`config.mk`:
```
export PLATFORM = sky130hd
export DESIGN_NAME = unidade_controle_multiciclo
export DESIGN_NICKNAME = d
export VERILOG_FILES = /design/src/rtl/unidade_controle_multiciclo.sv
export SDC_FILE = /design/constraint.sdc
export NUM_CORES = 1
export LEC_CHECK = 0
export ABC_AREA = 1
export BUFFER_PORTS_ARGS = -buffer_cell sky130_fd_sc_hd__buf_4
export CAP_MARGIN = 40
export CORE_MARGIN = 1
export CORE_UTILIZATION = 50
export CTS_BUF_LIST = sky130_fd_sc_hd__clkbuf_8
export DETAILED_ROUTE_END_ITERATION = 7
export PLACE_DENSITY = 0.85
export SETUP_SLACK_MARGIN = 0.3
export SYNTH_ARGS = -nofsm -noshare
export SYNTH_HDL_FRONTEND = slang
export SYNTH_SLANG_ARGS = --single-unit
```
`constraint.sdc`:
```
create_clock -name clock -period 4.7 [get_ports clock]
set_clock_uncertainty 0.05 [all_clocks]
set_input_delay 0.94 -clock clock [delete_from_list [all_inputs] [get_ports clock]]
set_output_delay 0.94 -clock clock [all_outputs]
set_load 0.05 [all_outputs]
```
`src/rtl/unidade_controle_multiciclo.sv`:
```
// Multi-cycle control unit: FETCH/DECODE/EXEC/MEM/WB sequencer that drives the
// datapath enables and counts retired instructions.
module unidade_controle_multiciclo #(
    parameter int unsigned LARGURA_CONTADOR = 32
) (
    input  logic                        clock,
    input  logic                        reset,
    input  logic [5:0]                  opcode,
    input  logic                        mem_pronto,
    input  logic                        zero,
    output logic [2:0]                  estado,
    output logic                        ir_escreve,
    output logic                        pc_escreve,
    output logic                        mem_le,
    output logic                        mem_escreve,
    output logic                        reg_escreve,
    output logic                        alu_imediato,
    output logic                        mem_para_reg,
    output logic                        jal,
    output logic                        jalr,
    output logic                        ilegal,
    output logic [LARGURA_CONTADOR-1:0] contador_instrucoes
);

    localparam logic [2:0] ST_FETCH  = 3'd0;
    localparam logic [2:0] ST_DECODE = 3'd1;
    localparam logic [2:0] ST_EXEC   = 3'd2;
    localparam logic [2:0] ST_MEM    = 3'd3;
    localparam logic [2:0] ST_WB     = 3'd4;
    localparam logic [2:0] ST_HALT   = 3'd5;

    localparam logic [5:0] OP_R    = 6'h00;
    localparam logic [5:0] OP_ADDI = 6'h01;
    localparam logic [5:0] OP_LW   = 6'h02;
    localparam logic [5:0] OP_SW   = 6'h03;
    localparam logic [5:0] OP_BEQ  = 6'h04;
    localparam logic [5:0] OP_J    = 6'h05;
    localparam logic [5:0] OP_JAL  = 6'h06;
    localparam logic [5:0] OP_JALR = 6'h07;
    localparam logic [5:0] OP_HALT = 6'h3F;

    logic [2:0]                  r_estado;
    logic [2:0]                  w_prox_estado;
    logic [5:0]                  r_op_reg;
    logic [LARGURA_CONTADOR-1:0] r_contador;
    logic                        w_op_valido;
    logic                        w_retira;

    assign w_op_valido = (opcode <= OP_JALR);

    always_comb begin
        w_prox_estado = r_estado;
        case (r_estado)
            ST_FETCH: begin
                if (mem_pronto) w_prox_estado = ST_DECODE;
            end
            ST_DECODE: begin
                if (w_op_valido)            w_prox_estado = ST_EXEC;
                else if (opcode == OP_HALT) w_prox_estado = ST_HALT;
                else                        w_prox_estado = ST_FETCH;
            end
            ST_EXEC: begin
                case (r_op_reg)
                    OP_LW, OP_SW: w_prox_estado = ST_MEM;
                    OP_BEQ, OP_J: w_prox_estado = ST_FETCH;
                    default:      w_prox_estado = ST_WB;
                endcase
            end
            ST_MEM: begin
                if (mem_pronto) w_prox_estado = (r_op_reg == OP_LW) ? ST_WB : ST_FETCH;
            end
            ST_WB:   w_prox_estado = ST_FETCH;
            ST_HALT: w_prox_estado = ST_HALT;
            default: w_prox_estado = ST_FETCH;
        endcase
    end

    // An instruction retires only when it returns to FETCH after executing.
    assign w_retira = (w_prox_estado == ST_FETCH) &&
                      ((r_estado == ST_EXEC) || (r_estado == ST_MEM) || (r_estado == ST_WB));

    always_ff @(posedge clock or negedge reset) begin
        if (!reset) begin
            r_estado   <= ST_FETCH;
            r_op_reg   <= OP_R;
            r_contador <= '0;
        end else begin
            r_estado <= w_prox_estado;
            if (r_estado == ST_DECODE) r_op_reg <= opcode;
            if (w_retira) r_contador <= r_contador + LARGURA_CONTADOR'(1);
        end
    end

    always_comb begin
        ir_escreve   = 1'b0;
        pc_escreve   = 1'b0;
        mem_le       = 1'b0;
        mem_escreve  = 1'b0;
        reg_escreve  = 1'b0;
        alu_imediato = 1'b0;
        mem_para_reg = 1'b0;
        jal          = 1'b0;
        jalr         = 1'b0;
        ilegal       = 1'b0;
        case (r_estado)
            ST_FETCH: begin
                // Reset holds the state in FETCH, so its requests must be gated.
                mem_le     = reset;
                ir_escreve = reset & mem_pronto;
                pc_escreve = reset & mem_pronto;
            end
            ST_DECODE: begin
                ilegal = !w_op_valido && (opcode != OP_HALT);
            end
            ST_EXEC: begin
                alu_imediato = (r_op_reg == OP_ADDI) || (r_op_reg == OP_LW) ||
                               (r_op_reg == OP_SW);
                if ((r_op_reg == OP_J) || (r_op_reg == OP_JAL) || (r_op_reg == OP_JALR))
                    pc_escreve = 1'b1;
                else if (r_op_reg == OP_BEQ)
                    pc_escreve = zero;
                jal  = (r_op_reg == OP_JAL);
                jalr = (r_op_reg == OP_JALR);
            end
            ST_MEM: begin
                mem_le      = (r_op_reg == OP_LW);
                mem_escreve = (r_op_reg == OP_SW);
            end
            ST_WB: begin
                reg_escreve  = 1'b1;
                mem_para_reg = (r_op_reg == OP_LW);
                jal          = (r_op_reg == OP_JAL);
                jalr         = (r_op_reg == OP_JALR);
            end
            default: ;
        endcase
    end

    assign estado              = r_estado;
    assign contador_instrucoes = r_contador;

endmodule

```
-- Word-level counts from Yosys, hierarchy flattened
Index checks and enable logic that the tools add are counted.
W data, S select, Z words.
- bits of input ports: 10
- bits in registers: 41
- logic and storage cells: 53
- output and inout bits: 45
- magnitude comparators: 1
- $add $sub $neg: 1
- equal/unequal tests: 14
- reductions and logical operators: 14
- mux-type cells: 19
- bitwise gates (word level): 1
- operator list (operator ; count):
    $add A32 B1 Y32 const B ; 1
    $eq A6 B3 Y1 const B ; 4
    $mux W3 ; 5
    $pmux W3 S5 ; 1
    $eq A6 B2 Y1 const B ; 2
    $mux W1 ; 10
    $eq A3 B2 Y1 const B ; 2
    $eq A3 B3 Y1 const B ; 2
    $eq A6 B1 Y1 const B ; 1
    $eq A6 B6 Y1 const B ; 1
    $le A6 B3 Y1 const B ; 1
    $logic_not A3 Y1 ; 2
    $logic_or A1 B1 Y1 ; 6
    $ne A6 B6 Y1 const B ; 1
    $pmux W3 S2 ; 1
    $reduce_or A2 Y1 ; 3
    $pmux W1 S2 ; 2
    $eq A3 B1 Y1 const B ; 1
    $logic_and A1 B1 Y1 ; 2
    $and A1 B1 Y1 ; 1
    $logic_not A1 Y1 ; 1

-- Longest topological paths before layout
Gate-level depths: netlist (run 1).
- word-level depth: 6
- mapped depth: 10
- depth with buffers taken out: 10

-- Worst setup path after synthesis (run 1)
Ideal clock, no wire load.
- path kind: flip-flop to output port
- from: register r_estado[2], in the netlist estado[2]
- to: output alu_imediato
- cell stages (with the launch flop): 4
- required time: 3.710 ns
- slack: 0.377 ns
- data arrival time: 3.333 ns
- path buffers: 0
- cell sequence: dfrtp_1 -> inv_2 -> nand2_1 -> a2111oi_0
- longest elaborated chain between the ends: 2
- RTL lines (element ; RTL line ; text):
    start, declared ; 42 ; logic [2:0] r_estado;
    start signal, assigned ; 88 ; r_estado <= w_prox_estado;
    $eq A3 B2 Y1 ; 105 ; case (r_estado)
    $mux W1 ; 105 ;
    end, declared ; 17 ; output logic alu_imediato,
No other way between the ends.

-- Final worst setup path (run 1)
- from: input reset
- to: output pc_escreve
- longest elaborated chain between the ends: 2
- RTL lines (element ; RTL line ; text):
    start, declared ; 7 ; input logic reset,
    $and A1 B1 Y1 ; 110 ; pc_escreve = reset & mem_pronto;
    $pmux W1 S2 ; 105 ;
    end, declared ; 13 ; output logic pc_escreve,
No other way between the ends.

==> flow_summary_export.csv, run 1 <==
group,metric,value,unit
synth,synth_area,2800,sq um
run_status,outcome,"finished clean",
sta,setup_viol,0,
worst_setup_path,cp-end-kind,"primary output",
global_routing,grt_remaining_overflow,0,
cts,cts_buffer_depth,2,
worst_setup_path,crit_top_cell,"buf_4",
worst_setup_path,slowest_delay,0.42,ns
global_routing,grt_max_degree,43,
worst_setup_path,rr_worst_depth,7,
drt,vias_per_cell,5.14,
cts,clk_pin_slew,0.08,ns
layout,regArea,1030,sq um
layout,largest_reg_flops,32,
synth,synth_top_area_cell,"dfrtp_1",
run,max_cap_violations,0,
sta,maxSlewHeadroom,49.8,%
drt,routedWlPerCell,12.7,um
layout,layout_common_cells,"nand2_1 (192), nor2_1 (66), nand3_1 (56), buf_4 (56), dfrtp_1 (41)",
cts,hold_buffers,0,
cts,h-tree-depth,2,
cts,clockRootBuffer,"clkbuf_8",
sta,min_period,2.96,ns
floorplan,die_w,76.8,um
placement,dp_hpwl,5250,um
sta,rsz0062_at_grt,"no",
worst_setup_path,rr_endpoint,"contador_instrucoes[18]$_DFFE_PN0P_",
synth,ys_seq_area_share,36.7,%
synth,synth_cell_type_count,25,
synth,synth_cells,442,
sta,final_hold_viol_count,0,
power,powerDensity,326,nW/um^2
power,p_leak,1.73,nW
synth,ys_ff_latch,41,
worst_setup_path,cp_max_fo,42,
synth,syn_avg_cell_area,6.33,sq um
layout,multi_input_area,1560,sq um
floorplan,start_util,53.4,%
layout,diodes,0,
placement,place_congestion,0.970,
cts,cts_resized,0,
sta,worstMarginPinSlew,0.752,ns
global_routing,grt_usage,25.9,%
drt,dr.pass1.iters,7,
floorplan,rows,26,
global_routing,antenna_found_initial,0,
hold_path,hold_start,"r_op_reg[3]$_DFFE_PN0P_",
global_routing,grt_pass1_wl,12100,um
floorplan,die_y,76.8,um
drt,drc,0,
placement,numPortBuffers,54,
layout,drive_gt1_share,14.9,%
floorplan,dieArea,5900,sq um
cts,cts_made_buffers,5,
floorplan,io_pins,55,
sta,fin_crit_sh,63.0,%
cts,clk_latency,0.30,ns
floorplan,core,5240,sq um
synth,ys_top_cells_by_area,"dfrtp_1 (37%), nand2_1 (26%), nand3_1 (10%), nor2_1 (8.9%), inv_1 (4.7%)",
drt,vias,2915,
drt,ant_nets,0,
sta,worst_hold_slack,0.480,ns
drt,drt_iter0_drc,237,
hold_path,hold_end,"r_op_reg[3]$_DFFE_PN0P_",
synth,synth_nets,453,
cts,cts.sinks,41,
worst_setup_path,crit_path_start_kind,"input pin",
layout,fin_nets,507,
synth,synth_top_area_share,36.7,%
cts,cts_tree,"built",
drt,wirelength,7180,um
power,ir_drop,0.000291,V
worst_setup_path,cp.required,3.71,ns
hold_path,min_path_cells,2,
layout,areaGrowthSynthToFinish,20.3,%
worst_setup_path,r2r-start,"estado[2]$_DFF_PN0_",
worst_setup_path,criticalPathCategory,"input pin to primary output",
cts,cts_setup_buffers,0,
worst_setup_path,crit_chain,"buf_4 -> nand2_1 -> o21ai_0 -> buf_4",
hold_path,holdCritPathClass,"flop to flop",
worst_setup_path,crit_slowest_cell,"buf_4",
sta,setup_tns,0,ns
worst_setup_path,cp.arrival,1.97,ns
worst_setup_path,r2r_setup_slack,2.11,ns
sta,slew_violations,0,
synth,yosys_warnings,0,
global_routing,grt_pass1_vias,2612,
sta,max_freq,338,MHz
layout,final.fill_count,484,
layout,final_common_cell,"nand2_1",
-- report_power, final --
| group | leakage, nW | internal, mW | total [mW] | switching [mW] |
|---|---|---|---|---|
| logic | 1.11 | 0.0977 | 0.350 | 0.253 |
| registers | 0.558 | 0.394 | 0.447 | 0.0531 |
| clock network | 0.0626 | 0.171 | 0.299 | 0.128 |
| total | 1.73 | 0.663 | 1.10 | 0.433 |
-- layout make-up --
class                      instances  share of cell area (%)
timing repair buffer              57                    12.9
tap                               70                    2.60
clock buffer                       6                    2.45
clock inverter                     2                    1.00
sequential                        41                    30.5
multi-input combinational        354                    46.4
inverter                          37                    4.13
-- cell usage after synthesis, drive strengths merged --
master and number:
clkbuf 1, a21oi 2, nand2 192, inv 37, ha 1, xnor2 5, a2111oi 1, dfrtp 41
xor2 10, nor3 4, nor2 70, o21ai 7, buf 9, o2111ai 1, and2 1, nand4 1
nand3 59
-- worst max-delay path: cells and delay by family --
| family | cells | cell delay (ns) |
|---|---|---|
| AOI/OAI and AO/OA | 1 | 0.19 |
| and+or+nand+nor | 1 | 0.16 |
| buffers and inverters | 2 | 0.64 |
-- routing by layer --
metal,vias to the layer above,GRT usage [%],wire [um]
met2,105,43.6,3510
met1,1318,33.2,3230
met3,10,4.76,361
met5,-,0,0
li1,1482,-,-
met4,0,8.65,86
-- worst max path at each step --
stage,slack [ns],cells after the start,to,startpoint
floorplan,0.38,3,alu_imediato,estado[2]$_DFF_PN0_
global placement,1.75,4,pc_escreve,reset
detailed placement,1.71,4,pc_escreve,reset
CTS,1.71,4,pc_escreve,reset
global route,1.61,4,pc_escreve,reset
finish,1.74,4,pc_escreve,reset
-- metrics by stage --
stage	utilization, %	cell area [sq um]	total power [mW]	instances	setup slack (ns)
2_1_floorplan	-	2800	0.707	442	0.377
3_3_place_gp	61.7	3230	0.787	558	1.75
3_5_place_dp	62.0	3250	0.801	559	1.71
4_1_cts	64.2	3360	1.10	567	1.71
5_1_grt	64.2	3360	1.15	567	1.61
6_report	64.2	3360	1.10	567	1.74
-- logic make-up (layout without fill, tap and decap cells) --
family | count (synthesis) | after routing | share of synthesized area (%)
AND/OR/NAND/NOR | 327 | 327 | 48.4
buffers and inverters | 47 | 102 | 7.52
flip-flops | 41 | 41 | 36.7
XOR/XNOR | 15 | 15 | 4.70
AO/OA/AOI/OAI | 11 | 11 | 2.24
adder cells (fa/ha/maj) | 1 | 1 | 0.447
Note: power is estimated with default switching activity, not from simulation.
==> run 2: changes to the inputs <==
Settings changed: ABC_AREA 1 to 0, PLACE_DENSITY 0.85 to 0.87.
Clock period 4.7 ns to 3.1 ns, I/O delays scaled along.
==> run 2 against run 1 <==
Sequential cell count is the same. Worst hold slack lost 0.15 ns. Worst setup slack worse by 1.2 ns. Final area fell by 16%. Sequential power grew 61%. Largest cell class unchanged. Routed wire length down 32%. Combinational power is 36% higher. Non-clock buffer count stayed put. Largest power group unchanged.
==> flow_summary_export.csv, run 2 <==
group,metric,value,unit
run_status,outcome,"finished clean",
synth,ys_top_cells_by_area,"dfrtp_1 (46%), xnor2_1 (7.0%), xor2_1 (5.0%), nand3_1 (4.2%), nand4_1 (4.2%)",
placement,dp_hpwl,3490,um
layout,final.fill_count,357,
drt,routedWlPerCell,15.2,um
cts,h-tree-depth,2,
floorplan,rows,24,
worst_setup_path,cp.required,2.43,ns
worst_setup_path,crit_path_start_kind,"flop",
drt,vias,1842,
placement,dp_cells,314,
global_routing,antenna_found_initial,0,
sta,worstMarginPinSlew,0.512,ns
floorplan,die_w,69.2,um
worst_setup_path,criticalPathCategory,"flop to primary output",
synth,ys_ff_latch,41,
sta,max_freq,385,MHz
synth,synth-simple-area-share,29.7,%
synth,ys_seq_area_share,45.5,%
cts,cts_setup_buffers,0,
global_routing,grt_remaining_overflow,0,
worst_setup_path,cp-end-kind,"primary output",
synth,synth_compound_area_share,3.72,%
synth,synth_area,2250,sq um
sta,worst_hold_slack,0.333,ns
worst_setup_path,rr_endpoint,"contador_instrucoes[11]$_DFFE_PN0P_",
worst_setup_path,r2r-start,"estado[2]$_DFF_PN0_",
drt,drt_iter0_drc,75,
worst_setup_path,cp.arrival,1.93,ns
synth,synth_top_family_by_area,"simple AND/OR/NAND/NOR gates",
sta,slew_violations,0,
sta,setup_tns,0,ns
layout,areaGrowthSynthToFinish,25.1,%
hold_path,holdCritPathClass,"input pin to async pin",
sta,min_period,2.60,ns
sta,fin_crit_sh,83.8,%
floorplan,io_pins,55,
cts,hold_buffers,0,
cts,cts_made_buffers,5,
global_routing,grt_max_degree,42,
layout,final_common_cell,"buf_4",
sta,rsz0062_at_grt,"no",
sta,final_hold_viol_count,0,
cts,clk_pin_slew,0.08,ns
layout,largest_reg_flops,32,
global_routing,grt_pass1_vias,1840,
synth,async_flop_share,100,%
cts,clk_latency,0.30,ns
floorplan,dieArea,4780,sq um
synth,synth_top_area_share,45.5,%
synth,synthXorXnorAreaFrac,13.5,%
synth,synth_cells,214,
synth,synth_nets,225,
power,powerDensity,554,nW/um^2
drt,vias_per_cell,5.72,
floorplan,die_y,69.2,um
worst_setup_path,cp_max_fo,11,
worst_setup_path,rr_worst_depth,6,
power,ir_drop,0.000472,V
floorplan,core,4350,sq um
placement,post-place-ws,0.825,ns
layout,fin_util,64.8,%
sta,timing.final.ws_setup,0.501,ns
floorplan,start_util,51.8,%
cts,cts_tree,"built",
layout,stdcell_count,322,
synth,synthTopCellsByCount,"dfrtp_1 (41), nand3_1 (19), xnor2_1 (18)",
worst_setup_path,r2r_setup_slack,0.81,ns
placement,place_congestion,0.820,
drt,ant_nets,0,
synth,synth_top_area_cell,"dfrtp_1",
worst_setup_path,critPathLaunch,"estado[0]$_DFF_PN0_",
synth,synth_most_common_cell,"dfrtp_1",
drt,wirelength,4880,um
synth,synth_cell_type_count,46,
global_routing,grt_usage,22.1,%
cts,cts.sinks,41,
layout,fin_nets,280,
synth,synth-main-ff-cell,"dfrtp_1",
layout,diodes,0,
layout,drive_gt1_share,34.8,%
cts,cts_resized,0,
global_routing,grt_pass1_wl,8450,um
cts,clockRootBuffer,"clkbuf_8",
synth,synth_mux_area_share,3.50,%
drt,drc,0,
run,max_cap_violations,0,
synth,yosys_warnings,0,
cts,cts_buffer_depth,2,
sta,setup_viol,0,
layout,layout_common_cells,"buf_4 (57), dfrtp_1 (41), nand3_1 (19)",
drt,dr.pass1.iters,4,
synth,syn_avg_cell_area,10.5,sq um
synth,synth_fa_ha_area_share,0.555,%
power,p_leak,1.32,nW
synth,synth_edf_count,0,
sta,maxSlewHeadroom,65.6,%
worst_setup_path,endpoint,"alu_imediato",
placement,numPortBuffers,54,
[run 2: report_power, final]
group | total (mW) | switching, mW | internal [mW]
clock | 0.369 | 0.189 | 0.180
sequential | 0.719 | 0.116 | 0.603
combinational | 0.475 | 0.302 | 0.173
total | 1.56 | 0.607 | 0.957
[run 2: layout make-up]
| cell class | count | area [sq um] | share of cell area [%] |
|---|---|---|---|
| inverters | 7 | 26.3 | 0.932 |
| repair buffers | 57 | 428 | 15.2 |
| clock inverters | 2 | 13.8 | 0.488 |
| flip-flops and latches | 41 | 1030 | 36.4 |
| clock buffers | 6 | 82.6 | 2.93 |
| well taps | 52 | 65.1 | 2.31 |
| multi-input cells | 157 | 1180 | 41.8 |
[run 2: how the worst min path moves through the flow]
stage | startpoint | endpoint | slack [ns] | depth (start not counted)
2_1_floorplan | reset | contador_instrucoes[0]$_DFFE_PN0P_ | 0.27 | 0
3_3_place_gp | contador_instrucoes[31]$_DFFE_PN0P_ | contador_instrucoes[31]$_DFFE_PN0P_ | 0.42 | 1
3_5_place_dp | contador_instrucoes[31]$_DFFE_PN0P_ | contador_instrucoes[31]$_DFFE_PN0P_ | 0.42 | 1
4_1_cts | reset | contador_instrucoes[19]$_DFFE_PN0P_ | 0.36 | 2
5_1_grt | reset | contador_instrucoes[30]$_DFFE_PN0P_ | 0.37 | 2
6_report | reset | contador_instrucoes[19]$_DFFE_PN0P_ | 0.33 | 2
[run 2: kinds of logic after synthesis]
family,count (synthesis)
simple gates,106
xor+xnor,33
flops,41
fa+ha+maj,1
mux,7
compound gates,10
buf+inv,16
[run 2: critical path: stages, from the launching register on]
cell,delay [ns]
dfrtp_1,0.50
or4_1,0.62
nor4_2,0.26
buf_4,0.24
[run 2: stage by stage]
step | cell area (sq um) | total power, mW
finish | 2820 | 1.56
global placement | 2720 | 1.19
detailed placement | 2720 | 1.20
floorplan | 2280 | 1.07
CTS | 2820 | 1.58
global route | 2820 | 1.66
[run 2: metal layers]
layer  routed length [um]  up-vias  global-route usage (%)  share of wire [%]
met5                    0        -                       0                  0
met4                   59        0                    9.07                1.2
met3                  259        7                    5.70                5.3
met2                 2460       55                    36.1                 50
met1                 2100      892                    28.0                 43
li1                     -      888                       -                  -
